[src/rtl/riscv_seq_divider_if.sv]
// Request/response bundle between the ID stage and the sequential divider.
// The master drives the operands and request; the slave returns result, ready and stall.
interface riscv_seq_divider_if;
  logic        id_div_req_r;
  logic        id_div_signed_r;
  logic        id_div_rem_r;
  logic [31:0] id_ra_value_r;
  logic [31:0] id_rb_value_r;
  logic [31:0] div_res_r;
  logic        div_ready_r;
  logic        ex_stall_div_w;

  modport master (
    output id_div_req_r, id_div_signed_r, id_div_rem_r, id_ra_value_r, id_rb_value_r,
    input  div_res_r, div_ready_r, ex_stall_div_w
  );

  modport slave (
    input  id_div_req_r, id_div_signed_r, id_div_rem_r, id_ra_value_r, id_rb_value_r,
    output div_res_r, div_ready_r, ex_stall_div_w
  );
endinterface

[src/rtl/riscv_seq_divider.sv]
// Sequential restoring divider for RISC-V DIV/DIVU/REM/REMU: one quotient bit per cycle,
// with divide-by-zero and signed overflow resolved in a single cycle without stalling.
module riscv_seq_divider (
  input  logic                      clk_i,
  input  logic                      rst_i,
  riscv_seq_divider_if.slave        div_if
);

  typedef enum logic [1:0] {IDLE, BUSY, DONE} state_t;

  state_t      r_state;
  logic [4:0]  r_count;
  logic [31:0] r_dividend;
  logic [31:0] r_divisor;
  logic [31:0] r_rem;
  logic [31:0] r_quot;
  logic        r_neg_q;
  logic        r_neg_r;
  logic        r_rem_sel;
  logic [31:0] r_res;
  logic        r_ready;

  logic [32:0] w_shift;
  logic [32:0] w_trial;
  logic        w_qbit;
  logic [31:0] w_rem_next;
  logic [31:0] w_quot_next;
  logic [31:0] w_result;
  logic        w_ra_neg;
  logic        w_rb_neg;
  logic [31:0] w_ra_mag;
  logic [31:0] w_rb_mag;
  logic        w_div_zero;
  logic        w_overflow;

  // The partial remainder is always below the divisor, so 32 bits of storage suffice;
  // the shifted-in dividend bit widens the trial subtraction to 33 bits.
  always_comb begin
    w_shift     = {r_rem, r_dividend[31]};
    w_trial     = w_shift - {1'b0, r_divisor};
    w_qbit      = ~w_trial[32];
    w_rem_next  = w_qbit ? w_trial[31:0] : w_shift[31:0];
    w_quot_next = {r_quot[30:0], w_qbit};
    if (r_rem_sel) begin
      w_result = r_neg_r ? (32'd0 - w_rem_next) : w_rem_next;
    end else begin
      w_result = r_neg_q ? (32'd0 - w_quot_next) : w_quot_next;
    end
  end

  always_comb begin
    w_ra_neg   = div_if.id_div_signed_r & div_if.id_ra_value_r[31];
    w_rb_neg   = div_if.id_div_signed_r & div_if.id_rb_value_r[31];
    w_ra_mag   = w_ra_neg ? (32'd0 - div_if.id_ra_value_r) : div_if.id_ra_value_r;
    w_rb_mag   = w_rb_neg ? (32'd0 - div_if.id_rb_value_r) : div_if.id_rb_value_r;
    w_div_zero = (div_if.id_rb_value_r == 32'd0);
    w_overflow = div_if.id_div_signed_r &&
                 (div_if.id_ra_value_r == 32'h8000_0000) &&
                 (div_if.id_rb_value_r == 32'hFFFF_FFFF);
  end

  always_ff @(posedge clk_i or posedge rst_i) begin
    if (rst_i) begin
      r_state    <= IDLE;
      r_count    <= 5'd0;
      r_dividend <= 32'd0;
      r_divisor  <= 32'd0;
      r_rem      <= 32'd0;
      r_quot     <= 32'd0;
      r_neg_q    <= 1'b0;
      r_neg_r    <= 1'b0;
      r_rem_sel  <= 1'b0;
      r_res      <= 32'd0;
      r_ready    <= 1'b0;
    end else begin
      r_ready <= 1'b0;
      case (r_state)
        IDLE: begin
          if (div_if.id_div_req_r) begin
            r_rem_sel <= div_if.id_div_rem_r;
            r_neg_q   <= w_ra_neg ^ w_rb_neg;
            r_neg_r   <= w_ra_neg;
            if (w_div_zero) begin
              r_res   <= div_if.id_div_rem_r ? div_if.id_ra_value_r : 32'hFFFF_FFFF;
              r_ready <= 1'b1;
              r_state <= DONE;
            end else if (w_overflow) begin
              r_res   <= div_if.id_div_rem_r ? 32'd0 : 32'h8000_0000;
              r_ready <= 1'b1;
              r_state <= DONE;
            end else begin
              r_dividend <= w_ra_mag;
              r_divisor  <= w_rb_mag;
              r_rem      <= 32'd0;
              r_quot     <= 32'd0;
              r_count    <= 5'd31;
              r_state    <= BUSY;
            end
          end
        end
        BUSY: begin
          r_rem      <= w_rem_next;
          r_quot     <= w_quot_next;
          r_dividend <= {r_dividend[30:0], 1'b0};
          if (r_count == 5'd0) begin
            r_res   <= w_result;
            r_ready <= 1'b1;
            r_state <= DONE;
          end else begin
            r_count <= r_count - 5'd1;
          end
        end
        DONE: begin
          r_state <= IDLE;
        end
        default: begin
          r_state <= IDLE;
        end
      endcase
    end
  end

  assign div_if.div_res_r      = r_res;
  assign div_if.div_ready_r    = r_ready;
  assign div_if.ex_stall_div_w = (r_state == BUSY);

endmodule
[src/flat_wrapper.sv]
// flat-port wrapper written by rule: the top's interface ports become plain ports
module riscv_seq_divider_flat 
  (clk_i, rst_i, div_if_id_div_req_r, div_if_id_div_signed_r, div_if_id_div_rem_r, div_if_id_ra_value_r, div_if_id_rb_value_r, div_if_div_res_r, div_if_div_ready_r, div_if_ex_stall_div_w);
  riscv_seq_divider_if div_if_i ();
  input  logic clk_i;
  input  logic rst_i;
  input wire logic [$bits(div_if_i.id_div_req_r)-1:0] div_if_id_div_req_r;
  input wire logic [$bits(div_if_i.id_div_signed_r)-1:0] div_if_id_div_signed_r;
  input wire logic [$bits(div_if_i.id_div_rem_r)-1:0] div_if_id_div_rem_r;
  input wire logic [$bits(div_if_i.id_ra_value_r)-1:0] div_if_id_ra_value_r;
  input wire logic [$bits(div_if_i.id_rb_value_r)-1:0] div_if_id_rb_value_r;
  output wire logic [$bits(div_if_i.div_res_r)-1:0] div_if_div_res_r;
  output wire logic [$bits(div_if_i.div_ready_r)-1:0] div_if_div_ready_r;
  output wire logic [$bits(div_if_i.ex_stall_div_w)-1:0] div_if_ex_stall_div_w;
  assign div_if_i.id_div_req_r = div_if_id_div_req_r;
  assign div_if_i.id_div_signed_r = div_if_id_div_signed_r;
  assign div_if_i.id_div_rem_r = div_if_id_div_rem_r;
  assign div_if_i.id_ra_value_r = div_if_id_ra_value_r;
  assign div_if_i.id_rb_value_r = div_if_id_rb_value_r;
  assign div_if_div_res_r = div_if_i.div_res_r;
  assign div_if_div_ready_r = div_if_i.div_ready_r;
  assign div_if_ex_stall_div_w = div_if_i.ex_stall_div_w;
  riscv_seq_divider u_core (.clk_i(clk_i), .rst_i(rst_i), .div_if(div_if_i));
endmodule
[config.mk]
export PLATFORM = sky130hd
export DESIGN_NAME = riscv_seq_divider_flat
export DESIGN_NICKNAME = d
export VERILOG_FILES = /design/src/rtl/riscv_seq_divider_if.sv /design/src/rtl/riscv_seq_divider.sv /design/src/flat_wrapper.sv
export SDC_FILE = /design/constraint.sdc
export NUM_CORES = 1
export LEC_CHECK = 0
export CORE_UTILIZATION = 45
export DETAILED_ROUTE_END_ITERATION = 8
export MAX_ROUTING_LAYER = met4
export PLACE_DENSITY = 0.63
export SYNTH_ARGS = -nofsm -noshare
export SYNTH_HDL_FRONTEND = slang
export SYNTH_SLANG_ARGS = --single-unit
export TNS_END_PERCENT = 30
[constraint.sdc]
create_clock -name clk_i -period 7.8 [get_ports clk_i]
set_clock_uncertainty 0.05 [all_clocks]
set_input_delay 1.56 -clock clk_i [delete_from_list [all_inputs] [get_ports clk_i]]
set_output_delay 1.56 -clock clk_i [all_outputs]
set_load 0.01 [all_outputs]
# Word-level counts from Yosys, hierarchy flattened

Index checks and enable logic that the tools add are counted.

Add/sub/neg operators: 6
Equal/unequal tests: 9
Muxes and demuxes: 37
Bitwise logic cells: 6
Reduce and logical (&&, ||, !) cells: 12

Operators by type and width:

| cell                                                                     | number |
|---|---|
| 32-bit two-way mux                                                       | 18 |
| 32-bit one-hot mux with 2 select lines                                   | 3 |
| 1-bit by 32-bit subtractor with 32-bit output (first input constant)     | 4 |
| 32-bit equality test (second input constant)                             | 2 |
| 31-bit one-hot mux with 2 select lines                                   | 1 |
| 33-bit by 32-bit subtractor with 33-bit output                           | 1 |
| 32-bit logical NOT                                                       | 1 |
| 5-bit two-way mux                                                        | 4 |
| 4-bit AND reduction                                                      | 3 |
| 5-bit one-hot mux with 2 select lines                                    | 1 |
| 2-bit two-way mux                                                        | 4 |
| 2-bit inequality test (second input constant)                            | 4 |
| 5-bit logical NOT                                                        | 1 |
| 5-bit AND reduction                                                      | 1 |
| 5-bit by 1-bit subtractor with 5-bit output (second input constant)      | 1 |
| 1-bit two-way mux                                                        | 4 |
| 2-bit one-hot mux with 2 select lines                                    | 1 |
| 2-bit AND reduction                                                      | 2 |
| 3-bit by 1-bit inequality test with 1-bit output (second input constant) | 1 |
| 1-bit inverter                                                           | 3 |
| 1-bit bitwise AND                                                        | 2 |
| 2-bit by 1-bit equality test with 1-bit output (second input constant)   | 1 |
| 1-bit logical AND                                                        | 2 |
| 2-bit logical NOT                                                        | 1 |
| 4 further kinds                                                          | 4 |

Register bits: 170
Output and inout bits: 34
Word-level logic and storage cells: 81

# Longest topological paths before layout

Gate-level depths: netlist of run 1.

Word-level depth: 7
Depth in mapped cells: 24

# Worst setup path after synthesis of run 1

Ideal clock, no wire load.

Path kind: register to register
From: reg u_core.r_dividend[31]
To: reg u_core.r_res[30] (netlist: u_core.div_if.div_res_r[30])
Data arrival time: 5.076 ns
Required time: 7.625 ns
Slack: 2.549 ns
Cell stages (with the launch flop): 24
Cell sequence: dfrtp_1 > inv_1 > ha_1 > fa_1 > nand2b_1 > a211oi_4 > o21ai_2 > o31ai_4 > a22o_1 > nor2_4 > inv_2 > clkbuf_1 > clkbuf_1 > nor2_1 > a21oi_1 > ha_1 > nor2b_1 > nand4_1 > mux2_2 > or4_1 > buf_2 > o41ai_2 > xnor2_1 > o21ai_1

Longest elaborated chain between the ends: 7
Elaborated cells on any way between the ends: 10
Classes of those cells: add/sub: 3; mux: 6; bitwise: 1

Ends and longest elaborated chain:

| element                                                                 | RTL line                                         | RTL |
|---|---|---|
| from (decl)                                                             | riscv_seq_divider.sv:13                          | `logic [31:0] r_dividend;` |
| from (signal assigned)                                                  | riscv_seq_divider.sv:92                          | `r_dividend <= w_ra_mag;` |
| from (signal assigned)                                                  | riscv_seq_divider.sv:104                         | `r_dividend <= {r_dividend[30:0], 1'b0};` |
| 33-bit by 32-bit subtractor with 33-bit output                          | riscv_seq_divider.sv:40                          | `w_trial = w_shift - {1'b0, r_divisor};` |
| 32-bit two-way mux or 1-bit inverter (tied branches)                    | riscv_seq_divider.sv:42, riscv_seq_divider.sv:41 |  |
| 1-bit by 32-bit subtractor with 32-bit output, on equally long branches | riscv_seq_divider.sv:45, riscv_seq_divider.sv:47 |  |
| 32-bit two-way mux, on equally long branches                            | riscv_seq_divider.sv:45, riscv_seq_divider.sv:47 |  |
| 32-bit two-way mux *                                                    | riscv_seq_divider.sv:44                          | `if (r_rem_sel) begin` |
| 32-bit two-way mux *                                                    | riscv_seq_divider.sv:105                         | `if (r_count == 5'd0) begin` |
| 32-bit one-hot mux with 2 select lines *                                | riscv_seq_divider.sv:77                          | `case (r_state)` |
| to (signal assigned)                                                    | riscv_seq_divider.sv:84                          | `r_res <= div_if.id_div_rem_r ? div_if.id_ra_value_r : 32'hFFFF_FFFF;` |
| to (signal assigned)                                                    | riscv_seq_divider.sv:88                          | `r_res <= div_if.id_div_rem_r ? 32'd0 : 32'h8000_0000;` |
| to (signal assigned)                                                    | riscv_seq_divider.sv:106                         | `r_res <= w_result;` |
| to (decl)                                                               | riscv_seq_divider.sv:20                          | `logic [31:0] r_res;` |

Every way passes the cells marked *; elsewhere a longest branch is shown, timed or not. The select of a mux whose other input is x is not followed.
A chain may end at the register's enable or synchronous reset.

# Worst setup path in the final report of run 1

Same ends and word-level chain as after synthesis.

==> impl_metrics.csv, run 1 <==
group,metric,value,unit
power_and_ir_drop,power_density,512.9,nW/um^2
setup_path,path_cells,"inv_1 > ha_1 > fa_1 > nand2b_1 > a211oi_4 > o21ai_2 > o31ai_4 > a22o_1 > nor2_4 > inv_2 > buf_4 > nor2_1 > a21oi_1 > ha_1 > nor2b_1 > nand4_1 > mux2_2 > or4_1 > o41ai_2 > xnor2_1 > o21ai_1",
synthesis,yosys_warnings,0,
synthesis,synth_edf_count,0,
sta,rsz0062_at_grt,"false",
setup_path,ff2ff_path_depth,21,
hold_path,min-delay-start,"u_core.r_divisor[19]$_DFFE_PP0P_",
clock_tree,root_buffer,"clkbuf_16",
layout,final_cells,1974,
power_and_ir_drop,power_frac_comb,65.9,%
hold_path,hold_class,"reg2reg",
power_and_ir_drop,vdd_drop_max,0.3709,mV
clock_tree,postCtsSetupBuffers,0,
synthesis,synth_common_cells,"170 x dfrtp_1, 154 x nor2_1, 147 x o21ai_0",
synthesis,seq_area_frac_synth,33.62,%
floorplan,dieArea,28800,um^2
setup_path,crit_path_frequent_cell,"ha_1",
layout,nNetsFinal,1691,
placement,hpwl,30560,um
global_routing,grt_max_degree,100,
setup_path,cp.buffers_inverters,3,
sta,period_share,81.47,%
route,wirelength,41310,um
synthesis,yosys.cell_types.count,85,
power_and_ir_drop,pwr-share-clk,11.8,%
global_routing,antenna_found_initial,0,
power_and_ir_drop,power.total,7.460,mW
sta,max_freq,0.1574,GHz
floorplan,io_pins,103,
hold_path,worstHoldPathCells,2,
sta,fin_crit,6.355,ns
route,dr_wl_met2,17940,um
synthesis,yosysTopAreaCell,"dfrtp_1",
synthesis,ys_ff_latch,170,
setup_path,critPathMaxStageDelay,0.66,ns
clock_tree,hold_buffers,0,
power_and_ir_drop,switching_power,3.832,mW
setup_path,worstSetupPathType,"reg2reg",
sta,setup_violations,0,
clock_tree,htreeDepth,4,
layout,seq_area,4254,um^2
setup_path,critPathCaptureType,"register",
synthesis,async_flop_share,100.0,%
clock_tree,tritoncts,"yes",
layout,final_util,52.50,%
power_and_ir_drop,p_int,3.628,mW
synthesis,syn_nets,1640,
route,viasPerCell,6.101,
layout,diodes,0,
layout,areaGrowthSynthToFinish,14.93,%
layout,fillers,2647,
route,drc,0,
sta,tightest_slew,1.067,ns
synthesis,synthTopCellsByArea,"dfrtp_1 34%, o21ai_0 5.8%, xnor2_1 4.6%, a21oi_1 4.6%, nor2_1 4.6%",
placement,dp_cells,1942,
global_routing,grt_overflow,0,
setup_path,worstPathRequired,8.08,ns
run_status,status,"finished, final reports clean",
clock_tree,clk_latency,0.45,ns
route,wl_met1,18930,um
run,drv_cap,0,
route,wl_per_cell,20.93,um
hold_path,min_to,"u_core.r_divisor[19]$_DFFE_PP0P_",
placement,port_buffers,102,
setup_path,cp_slowest_cell,"a22o_1",
setup_path,path_max_fanout,29,
synthesis,synth_most_common_cell,"dfrtp_1",
setup_path,r2r_end,"u_core.div_if.div_res_r[30]$_DFFE_PP0P_",
layout,drive_gt1_share,5.702,%
synthesis,avgSynthCellArea,8.260,um^2
clock_tree,clock_sinks,170,
global_routing,grt_pass1_vias,11460,
clock_tree,numCtsBuffers,17,
synthesis,synth.cell_area,12650,um^2
route,vias,12040,
floorplan,chipHeight,169.7,um
layout,multi_input_area,7828,um^2
sta,slew_viol_final,0,
route,wl_met3,3092,um
floorplan,rows,61,
clock_tree,cts-resized-gates,0,
global_routing,grtUsageTotal,30.27,%
global_routing,grt_pass1_wl,65330,um
floorplan,initial_core_util,45.68,%
sta,holdWs,0.4335,ns
setup_path,r2r_setup_slack,1.45,ns
power_and_ir_drop,swShare,51.37,%
placement,gp_congestion,0.9257,
floorplan,core,27710,um^2
route,drtAntennaViolNets,0,
synthesis,synthFlopType,"dfrtp_1",
clock_tree,clk_pin_slew_worst_paths,0.07,ns
route,firstDrtPassIters,5,
synthesis,synth_top_area_share,33.62,%
setup_path,rr_startpoint,"u_core.r_dividend[31]$_DFFE_PP0P_",
setup_path,start_kind,"register",
power_and_ir_drop,p_seq_share,22.3,%
synthesis,synthesis.instances,1532,
floorplan,die_w,169.7,um
clock_tree,ctsLongestPathBuffers,2,
sta,max_slew_margin,28.84,%
route,drt_iter0_drc,1015,
power_and_ir_drop,leakagePower,5.861,nW
setup_path,cpLargestDelayFamily,"compound AO/OA/AOI/OAI gates",
sta,hold_violations,0,
sta,setup_tns,0,ns
route,top_layer_used,"met4",
setup_path,worstPathArrival,6.63,ns
-- kinds of logic (layout without fill, tap and decap cells) --
| group | Yosys count | after routing | synth area share, % |
|---|---|---|---|
| flip-flops | 170 | 170 | 33.62 |
| multiplexers | 38 | 38 | 3.115 |
| AO/OA/AOI/OAI | 515 | 515 | 27.37 |
| adder cells (fa/ha/maj) | 39 | 39 | 3.915 |
| XOR/XNOR | 126 | 126 | 8.721 |
| buffers and inverters | 152 | 216 | 4.607 |
| AND/OR/NAND/NOR | 492 | 492 | 18.66 |
-- power groups by stage --
| stage | Combinational (mW) | Sequential (mW) | Clock, mW |
|---|---|---|---|
| finish | 4.91 | 1.66 | 0.883 |
| global route | 5.40 | 1.71 | 0.927 |
| detailed placement | 4.83 | 1.67 | 0 |
| floorplan | 3.52 | 1.57 | 0 |
| CTS | 4.86 | 1.66 | 0.893 |
| global placement | 4.81 | 1.67 | 0 |
-- worst max path at each step --
stage                     depth (start not counted)                               from                                 endpoint  slack (ns)
after floorplan                                   1                              rst_i      u_core.div_if.div_ready_r$_DFF_PP0_        1.59
after global placement                           21  u_core.r_dividend[31]$_DFFE_PP0P_  u_core.div_if.div_res_r[18]$_DFFE_PP0P_        1.57
after global routing                             21  u_core.r_dividend[31]$_DFFE_PP0P_  u_core.div_if.div_res_r[30]$_DFFE_PP0P_        1.05
after detailed placement                         14            div_if_id_ra_value_r[0]   u_core.div_if.div_res_r[3]$_DFFE_PP0P_        1.53
final                                            21  u_core.r_dividend[31]$_DFFE_PP0P_  u_core.div_if.div_res_r[30]$_DFFE_PP0P_        1.45
after CTS                                        21  u_core.r_dividend[31]$_DFFE_PP0P_  u_core.div_if.div_res_r[30]$_DFFE_PP0P_        1.51
-- area by class of cell --
class	count	share of cell area [%]
timing repair buffer	120	7.949
sequential	170	29.25
clock buffer	18	3.020
multi-input combinational	1210	53.82
clock inverter	14	1.024
tap	378	3.252
inverter	64	1.686
-- metal layers --
layer	vias up	global-route usage, %
met5	-	-
met4	0	11.67
met3	63	6.926
met2	403	43.87
met1	5852	40.80
li1	5726	-
-- per-stage QoR --
step	worst slack, ns	cell area (um^2)
after floorplan	1.587	12650
after global placement	1.566	13960
after detailed placement	1.526	13960
after CTS	1.509	14540
after global routing	1.048	14540
final	1.445	14540
-- placed cells by master (no fill, tap or decap), drive strengths merged, types with 12 or more instances in the layout --
master | Yosys | final
dfrtp | 170 | 170
buf | 18 | 18
o31ai | 27 | 27
a221o | 31 | 31
xor2 | 59 | 59
ha | 38 | 38
xnor2 | 67 | 67
a21oi | 119 | 119
clkbuf | 70 | 18
inv | 62 | 72
nand4 | 20 | 20
a21o | 12 | 12
nor4 | 21 | 21
mux2i | 27 | 27
nand3 | 17 | 17
a22o | 34 | 34
or4 | 15 | 15
nor3 | 34 | 34
o41ai | 17 | 17
a31oi | 18 | 18
o21ai | 150 | 150
or3 | 15 | 15
clkdlybuf4s50 | 0 | 102
nor2 | 155 | 155
a211oi | 19 | 19
nand2 | 145 | 145
-- worst register-to-register path: stages, from the launching register on --
cell and delay, ns:
dfrtp_1 0.40, inv_1 0.06, ha_1 0.21, fa_1 0.42
nand2b_1 0.25, a211oi_4 0.32, o21ai_2 0.18, o31ai_4 0.40
a22o_1 0.66, nor2_4 0.09, inv_2 0.09, buf_4 0.32
nor2_1 0.07, a21oi_1 0.29, ha_1 0.35, nor2b_1 0.18
nand4_1 0.15, mux2_2 0.37, or4_1 0.67, o41ai_2 0.45
xnor2_1 0.19, o21ai_1 0.08
-- state kept, by name, summed over array words and instances, names as in the netlist --
| name | flops |
|---|---|
| u_core.div_if.div_res_r | 32 |
| u_core.r_dividend | 32 |
| u_core.r_divisor | 32 |
| u_core.r_rem | 32 |
| u_core.r_quot | 31 |
| u_core.r_count | 5 |
| u_core.r_state | 2 |
| u_core.div_if.div_ready_r | 1 |
| u_core.r_neg_q | 1 |
| u_core.r_neg_r | 1 |
| u_core.r_rem_sel | 1 |
Power figures use the tool's default switching activity.
==> inputs of run 2 (changes only) <==
==> constraint.sdc (replaced) <==
create_clock -name clk_i -period 6.25 [get_ports clk_i]
set_clock_uncertainty 0.05 [all_clocks]
set_input_delay 1.25 -clock clk_i [delete_from_list [all_inputs] [get_ports clk_i]]
set_output_delay 1.25 -clock clk_i [all_outputs]
set_load 0.01 [all_outputs]
==> run 2 against run 1 <==
  * Count of clock-buffer cells in the layout is 1 higher
  * Worst setup slack lost 0.71 ns
  * Wire length is 0.83% higher
  * Largest cell class unchanged
  * Via count rose by 1.6%
  * Power is 26% higher
  * Utilization grew 0.38 points
  * Non-clock buffer count grew 8
==> impl_metrics.csv, run 2 (synthesis gave the netlist of run 1 again) <==
group,metric,value,unit
run_status,status,"finished, final reports clean",
placement,port_buffers,102,
sta,setup_tns,0,ns
layout,nNetsFinal,1699,
route,wirelength,41650,um
hold_path,worstHoldPathCells,2,
placement,place_area,14050,um^2
clock_tree,cts-resized-gates,0,
floorplan,rows,61,
placement,dp_cells,1950,
floorplan,io_pins,103,
clock_tree,ctsLongestPathBuffers,2,
layout,drive_gt1_share,6.172,%
placement,hpwl,30800,um
setup_path,r2r_end,"u_core.div_if.div_res_r[28]$_DFFE_PP0P_",
floorplan,core,27710,um^2
setup_path,critPathCaptureType,"register",
route,drc,0,
floorplan,dieArea,28800,um^2
layout,final_cells,1982,
route,drt_iter0_drc,1221,
sta,fin_crit,5.516,ns
global_routing,grtUsageTotal,30.53,%
setup_path,worstPathRequired,6.53,ns
layout,diodes,0,
hold_path,min_to,"u_core.r_divisor[29]$_DFFE_PP0P_",
layout,fillers,2649,
sta,max_slew_margin,30.14,%
setup_path,r2r_setup_slack,0.73,ns
sta,hold_violations,0,
clock_tree,root_buffer,"clkbuf_16",
global_routing,grt_overflow,0,
sta,setup_violations,0,
clock_tree,htreeDepth,4,
power_and_ir_drop,leakagePower,5.912,nW
sta,rsz0062_at_grt,"false",
sta,fin_ws,0.7344,ns
global_routing,antenna_found_initial,0,
sta,max_freq,0.1813,GHz
global_routing,grt_pass1_vias,11480,
run,drv_cap,0,
setup_path,rr_startpoint,"u_core.r_dividend[31]$_DFFE_PP0P_",
layout,layout_common_cells,"170 x dfrtp_1, 154 x nor2_1, 147 x o21ai_0, 143 x nand2_1, 117 x a21oi_1",
setup_path,worstSetupPathType,"reg2reg",
power_and_ir_drop,vdd_drop_max,0.3763,mV
layout,mostFrequentLayoutCell,"dfrtp_1",
clock_tree,clk_pin_slew_worst_paths,0.07,ns
setup_path,ff2ff_path_depth,21,
clock_tree,numCtsBuffers,17,
sta,slew_viol_final,0,
floorplan,die_w,169.7,um
setup_path,worstPathArrival,5.79,ns
global_routing,grt_pass1_wl,65840,um
hold_path,min-delay-start,"u_core.r_divisor[29]$_DFFE_PP0P_",
global_routing,grt_max_degree,95,
floorplan,chipHeight,169.7,um
clock_tree,tritoncts,"yes",
hold_path,hold_class,"reg2reg",
route,wl_per_cell,21.01,um
layout,postLayoutCellArea,14650,um^2
route,firstDrtPassIters,5,
placement,gp_congestion,0.9123,
clock_tree,hold_buffers,0,
clock_tree,clock_sinks,170,
setup_path,path_max_fanout,7,
sta,tightest_slew,1.048,ns
setup_path,start_kind,"register",
layout,final_util,52.87,%
placement,dp_worst_setup_slack,0.7584,ns
layout,areaGrowthSynthToFinish,15.76,%
clock_tree,clk_latency,0.44,ns
route,vias,12230,
clock_tree,postCtsSetupBuffers,0,
power_and_ir_drop,power_density,640.3,nW/um^2
route,viasPerCell,6.171,
floorplan,initial_core_util,45.68,%
route,drtAntennaViolNets,0,
sta,period_share,88.25,%
## run 2: cell count changes in the layout (fill, tap and decap cells not counted), sizes merged
cell	delta
buf	+8
bufinv	+1
clkbuf	+1
clkinv	+2
clkinvlp	+2
inv	-6
## run 2: worst max path at each step
stage / start / end / slack (ns) / cells past startpoint
2_1_floorplan: rst_i / u_core.div_if.div_ready_r$_DFF_PP0_ / 0.35 / 1
3_3_place_gp: div_if_id_rb_value_r[18] / u_core.div_if.div_res_r[28]$_DFFE_PP0P_ / 0.81 / 13
3_5_place_dp: div_if_id_rb_value_r[18] / u_core.div_if.div_res_r[3]$_DFFE_PP0P_ / 0.76 / 10
4_1_cts: u_core.r_dividend[31]$_DFFE_PP0P_ / u_core.div_if.div_res_r[28]$_DFFE_PP0P_ / 0.88 / 21
5_1_grt: u_core.r_dividend[31]$_DFFE_PP0P_ / u_core.div_if.div_res_r[28]$_DFFE_PP0P_ / 0.43 / 21
6_report: u_core.r_dividend[31]$_DFFE_PP0P_ / u_core.div_if.div_res_r[28]$_DFFE_PP0P_ / 0.73 / 21
## run 2: where the power goes
group          internal [mW]  leakage (nW)  switching [mW]
Sequential              1.61          2.05           0.519
Clock                  0.614         0.284           0.489
Combinational           2.36          3.58            3.78
Total                   4.59          5.91            4.79
## run 2: critical path: stages, from the launching register on
cell and delay, ns:
dfrtp_1 0.41, inv_1 0.06, ha_1 0.20, fa_1 0.39
nand2b_1 0.23, a211oi_4 0.30, o21ai_2 0.17, o31ai_4 0.39
a211oi_2 0.17, nor2_4 0.18, inv_2 0.08, nand2_1 0.06
o21ai_0 0.13, inv_1 0.10, ha_1 0.30, nor2b_1 0.20
nand4_1 0.13, mux2_2 0.36, or4_1 0.68, o31ai_1 0.51
and3_1 0.23, nor3_1 0.05
## run 2: metrics by stage
step | hold slack (ns) | power (mW)
2_1_floorplan | 0.3998 | 6.352
3_3_place_gp | 0.4195 | 8.084
3_5_place_dp | 0.4252 | 8.146
4_1_cts | 0.4408 | 9.297
5_1_grt | 0.4588 | 10.08
6_report | 0.4361 | 9.379
## run 2: metal layers
layer | track usage (%) | vias to the layer above | part of all wire [%]
met5 | - | - | 0
met4 | 8.696 | 0 | 2.6
met3 | 4.454 | 64 | 6.4
met1 | 42.85 | 5976 | 46
met2 | 45.53 | 430 | 45
li1 | - | 5761 | -
## run 2: area by class of cell
type | count | area, um^2 | area share (%)
inverter | 64 | 245.2 | 1.674
timing repair buffer | 128 | 1254 | 8.558
clock inverter | 13 | 142.6 | 0.9737
sequential | 170 | 4254 | 29.04
tap | 378 | 473.0 | 3.229
multi-input combinational | 1210 | 7828 | 53.43
clock buffer | 19 | 452.9 | 3.092
==> inputs of run 3 (changes only) <==
--- a/config.mk
+++ b/config.mk
@@ -5,10 +5,12 @@
 export SDC_FILE = /design/constraint.sdc
 export NUM_CORES = 1
 export LEC_CHECK = 0
+export ABC_CLOCK_PERIOD_IN_PS = 6250
 export CORE_UTILIZATION = 45
 export DETAILED_ROUTE_END_ITERATION = 8
 export MAX_ROUTING_LAYER = met4
 export PLACE_DENSITY = 0.63
+export REMOVE_ABC_BUFFERS = 1
 export SYNTH_ARGS = -nofsm -noshare
 export SYNTH_HDL_FRONTEND = slang
 export SYNTH_SLANG_ARGS = --single-unit
==> run 3 against run 2 <==
  * Design area fell by 0.38%
  * Utilization fell by 0.20 points
  * Combinational power fell by 2%
  * Wire length fell by 4.6%
  * Cell count barely moved
  * Power fell by 2.4%
  * Critical endpoint is now u_core.div_if.div_res_r[30]$_DFFE_PP0P_
  * Largest power group unchanged
  * Highest routed layer unchanged
==> impl_metrics.csv, run 3 (synthesis gave the netlist of run 1 again) <==
group,metric,value,unit
clock_tree,root_buffer,"clkbuf_16",
sta,fin_crit,5.354,ns
clock_tree,ctsLongestPathBuffers,2,
sta,setup_violations,0,
route,drc,0,
layout,drive_gt1_share,6.114,%
floorplan,initial_core_util,45.68,%
sta,hold_violations,0,
power_and_ir_drop,p_int,4.515,mW
hold_path,min-delay-start,"u_core.r_divisor[31]$_DFFE_PP0P_",
sta,period_share,85.67,%
placement,dp_worst_setup_slack,0.7534,ns
global_routing,antenna_found_initial,1,
global_routing,grt_pass1_wl,63530,um
floorplan,die_w,169.7,um
setup_path,worstSetupPathType,"reg2reg",
power_and_ir_drop,pwr-share-clk,11.4,%
clock_tree,tritoncts,"yes",
clock_tree,htreeDepth,4,
setup_path,worstPathArrival,5.62,ns
setup_path,crit_start,"u_core.r_dividend[31]$_DFFE_PP0P_",
setup_path,start_kind,"register",
setup_path,path_max_fanout,8,
layout,fillers,2658,
route,wl_per_cell,20.07,um
sta,tightest_slew,1.267,ns
setup_path,r2r_setup_slack,0.90,ns
placement,hpwl,29400,um
setup_path,rr_startpoint,"u_core.r_dividend[31]$_DFFE_PP0P_",
clock_tree,clk_latency,0.44,ns
placement,port_buffers,102,
setup_path,ff2ff_path_depth,20,
clock_tree,postCtsSetupBuffers,0,
clock_tree,clk_pin_slew_worst_paths,0.07,ns
layout,nNetsFinal,1698,
layout,areaGrowthSynthToFinish,15.33,%
power_and_ir_drop,swShare,50.67,%
route,viasPerCell,6.106,
placement,gp_congestion,0.9292,
route,drt_iter0_drc,1044,
floorplan,io_pins,103,
route,wirelength,39750,um
setup_path,critPathCaptureType,"register",
global_routing,grtUsageTotal,29.18,%
sta,fin_ws,0.8959,ns
power_and_ir_drop,p_seq_share,23.0,%
global_routing,grt_pass1_vias,11490,
layout,multi_input_area,7828,um^2
layout,diodes,0,
hold_path,worstHoldPathCells,2,
route,firstDrtPassIters,5,
hold_path,hold_class,"reg2reg",
setup_path,worstPathRequired,6.51,ns
run_status,status,"finished, final reports clean",
layout,layout_common_cells,"170 x dfrtp_1, 154 x nor2_1, 147 x o21ai_0, 143 x nand2_1, 117 x a21oi_1",
sta,slew_viol_final,0,
global_routing,grt_overflow,0,
floorplan,rows,61,
floorplan,chipHeight,169.7,um
sta,max_freq,0.1868,GHz
power_and_ir_drop,switching_power,4.638,mW
power_and_ir_drop,power_density,627.1,nW/um^2
sta,rsz0062_at_grt,"false",
floorplan,dieArea,28800,um^2
layout,seq_area,4254,um^2
run,drv_cap,0,
clock_tree,clock_sinks,170,
layout,mostFrequentLayoutCell,"dfrtp_1",
clock_tree,numCtsBuffers,17,
power_and_ir_drop,power_frac_comb,65.5,%
clock_tree,hold_buffers,0,
route,vias,12100,
power_and_ir_drop,vdd_drop_max,0.3505,mV
power_and_ir_drop,leakagePower,5.894,nW
sta,max_slew_margin,14.86,%
global_routing,grt_max_degree,90,
clock_tree,cts-resized-gates,0,
sta,setup_tns,0,ns
floorplan,core,27710,um^2
route,drtAntennaViolNets,0,
run 3: metrics by stage:
stage / utilization, % / hold slack, ns / power [mW] / cells / instance area [um^2]
after floorplan: - / 0.3998 / 6.255 / 1444 / 12310
after global placement: 50.65 / 0.4158 / 7.939 / 1949 / 14030
after detailed placement: 50.65 / 0.4203 / 8.016 / 1949 / 14030
after CTS: 52.68 / 0.4350 / 9.100 / 1981 / 14590
after global routing: 52.68 / 0.4549 / 9.876 / 1981 / 14590
final: 52.68 / 0.4288 / 9.153 / 1981 / 14590
run 3: cell type report:
class / instances / area share, %
Tap cell: 378 / 3.241
Clock buffer: 18 / 3.009
Timing Repair Buffer: 127 / 8.453
Inverter: 64 / 1.680
Multi-Input combinational cell: 1210 / 53.64
Clock inverter: 14 / 0.8316
Sequential cell: 170 / 29.15
run 3: worst max-delay path: stages, from the launching register on:
cell and delay, ns:
dfrtp_1 0.39, inv_1 0.06, ha_1 0.22, fa_1 0.41
nand2b_1 0.23, a211oi_4 0.28, o21ai_2 0.16, o31ai_4 0.33
a22o_1 0.25, nor2_4 0.06, inv_2 0.14, nor2_1 0.05
a21oi_1 0.24, ha_1 0.37, nor2b_1 0.18, nand4_1 0.13
mux2_2 0.36, or4_1 0.67, o41ai_2 0.41, xnor2_1 0.16
o21ai_1 0.08
run 3: worst paths after layout:
| check | to |
|---|---|
| max | u_core.div_if.div_res_r[30]$_DFFE_PP0P_ |
| min | u_core.r_divisor[31]$_DFFE_PP0P_ |
| max reg2reg | u_core.div_if.div_res_r[30]$_DFFE_PP0P_ |
| min reg2reg | u_core.r_divisor[31]$_DFFE_PP0P_ |
| max in group asynchronous | u_core.r_dividend[6]$_DFFE_PP0P_ |
| min in group asynchronous | u_core.r_rem[27]$_DFFE_PP0P_ |
run 3: power groups by stage:
stage / logic [mW] / clock network [mW] / registers [mW]
2_1_floorplan: 4.25 / 0 / 2.01
3_3_place_gp: 5.83 / 0 / 2.11
3_5_place_dp: 5.91 / 0 / 2.11
4_1_cts: 5.95 / 1.06 / 2.09
5_1_grt: 6.61 / 1.10 / 2.16
6_report: 6.00 / 1.05 / 2.11
run 3: layer usage:
metal | global-route usage [%] | vias up | share of wire [%]
met5 | - | - | 0
met4 | 9.440 | 0 | 2.6
met3 | 4.804 | 70 | 6.4
met2 | 43.71 | 427 | 45
met1 | 40.05 | 5849 | 46
li1 | - | 5749 | -
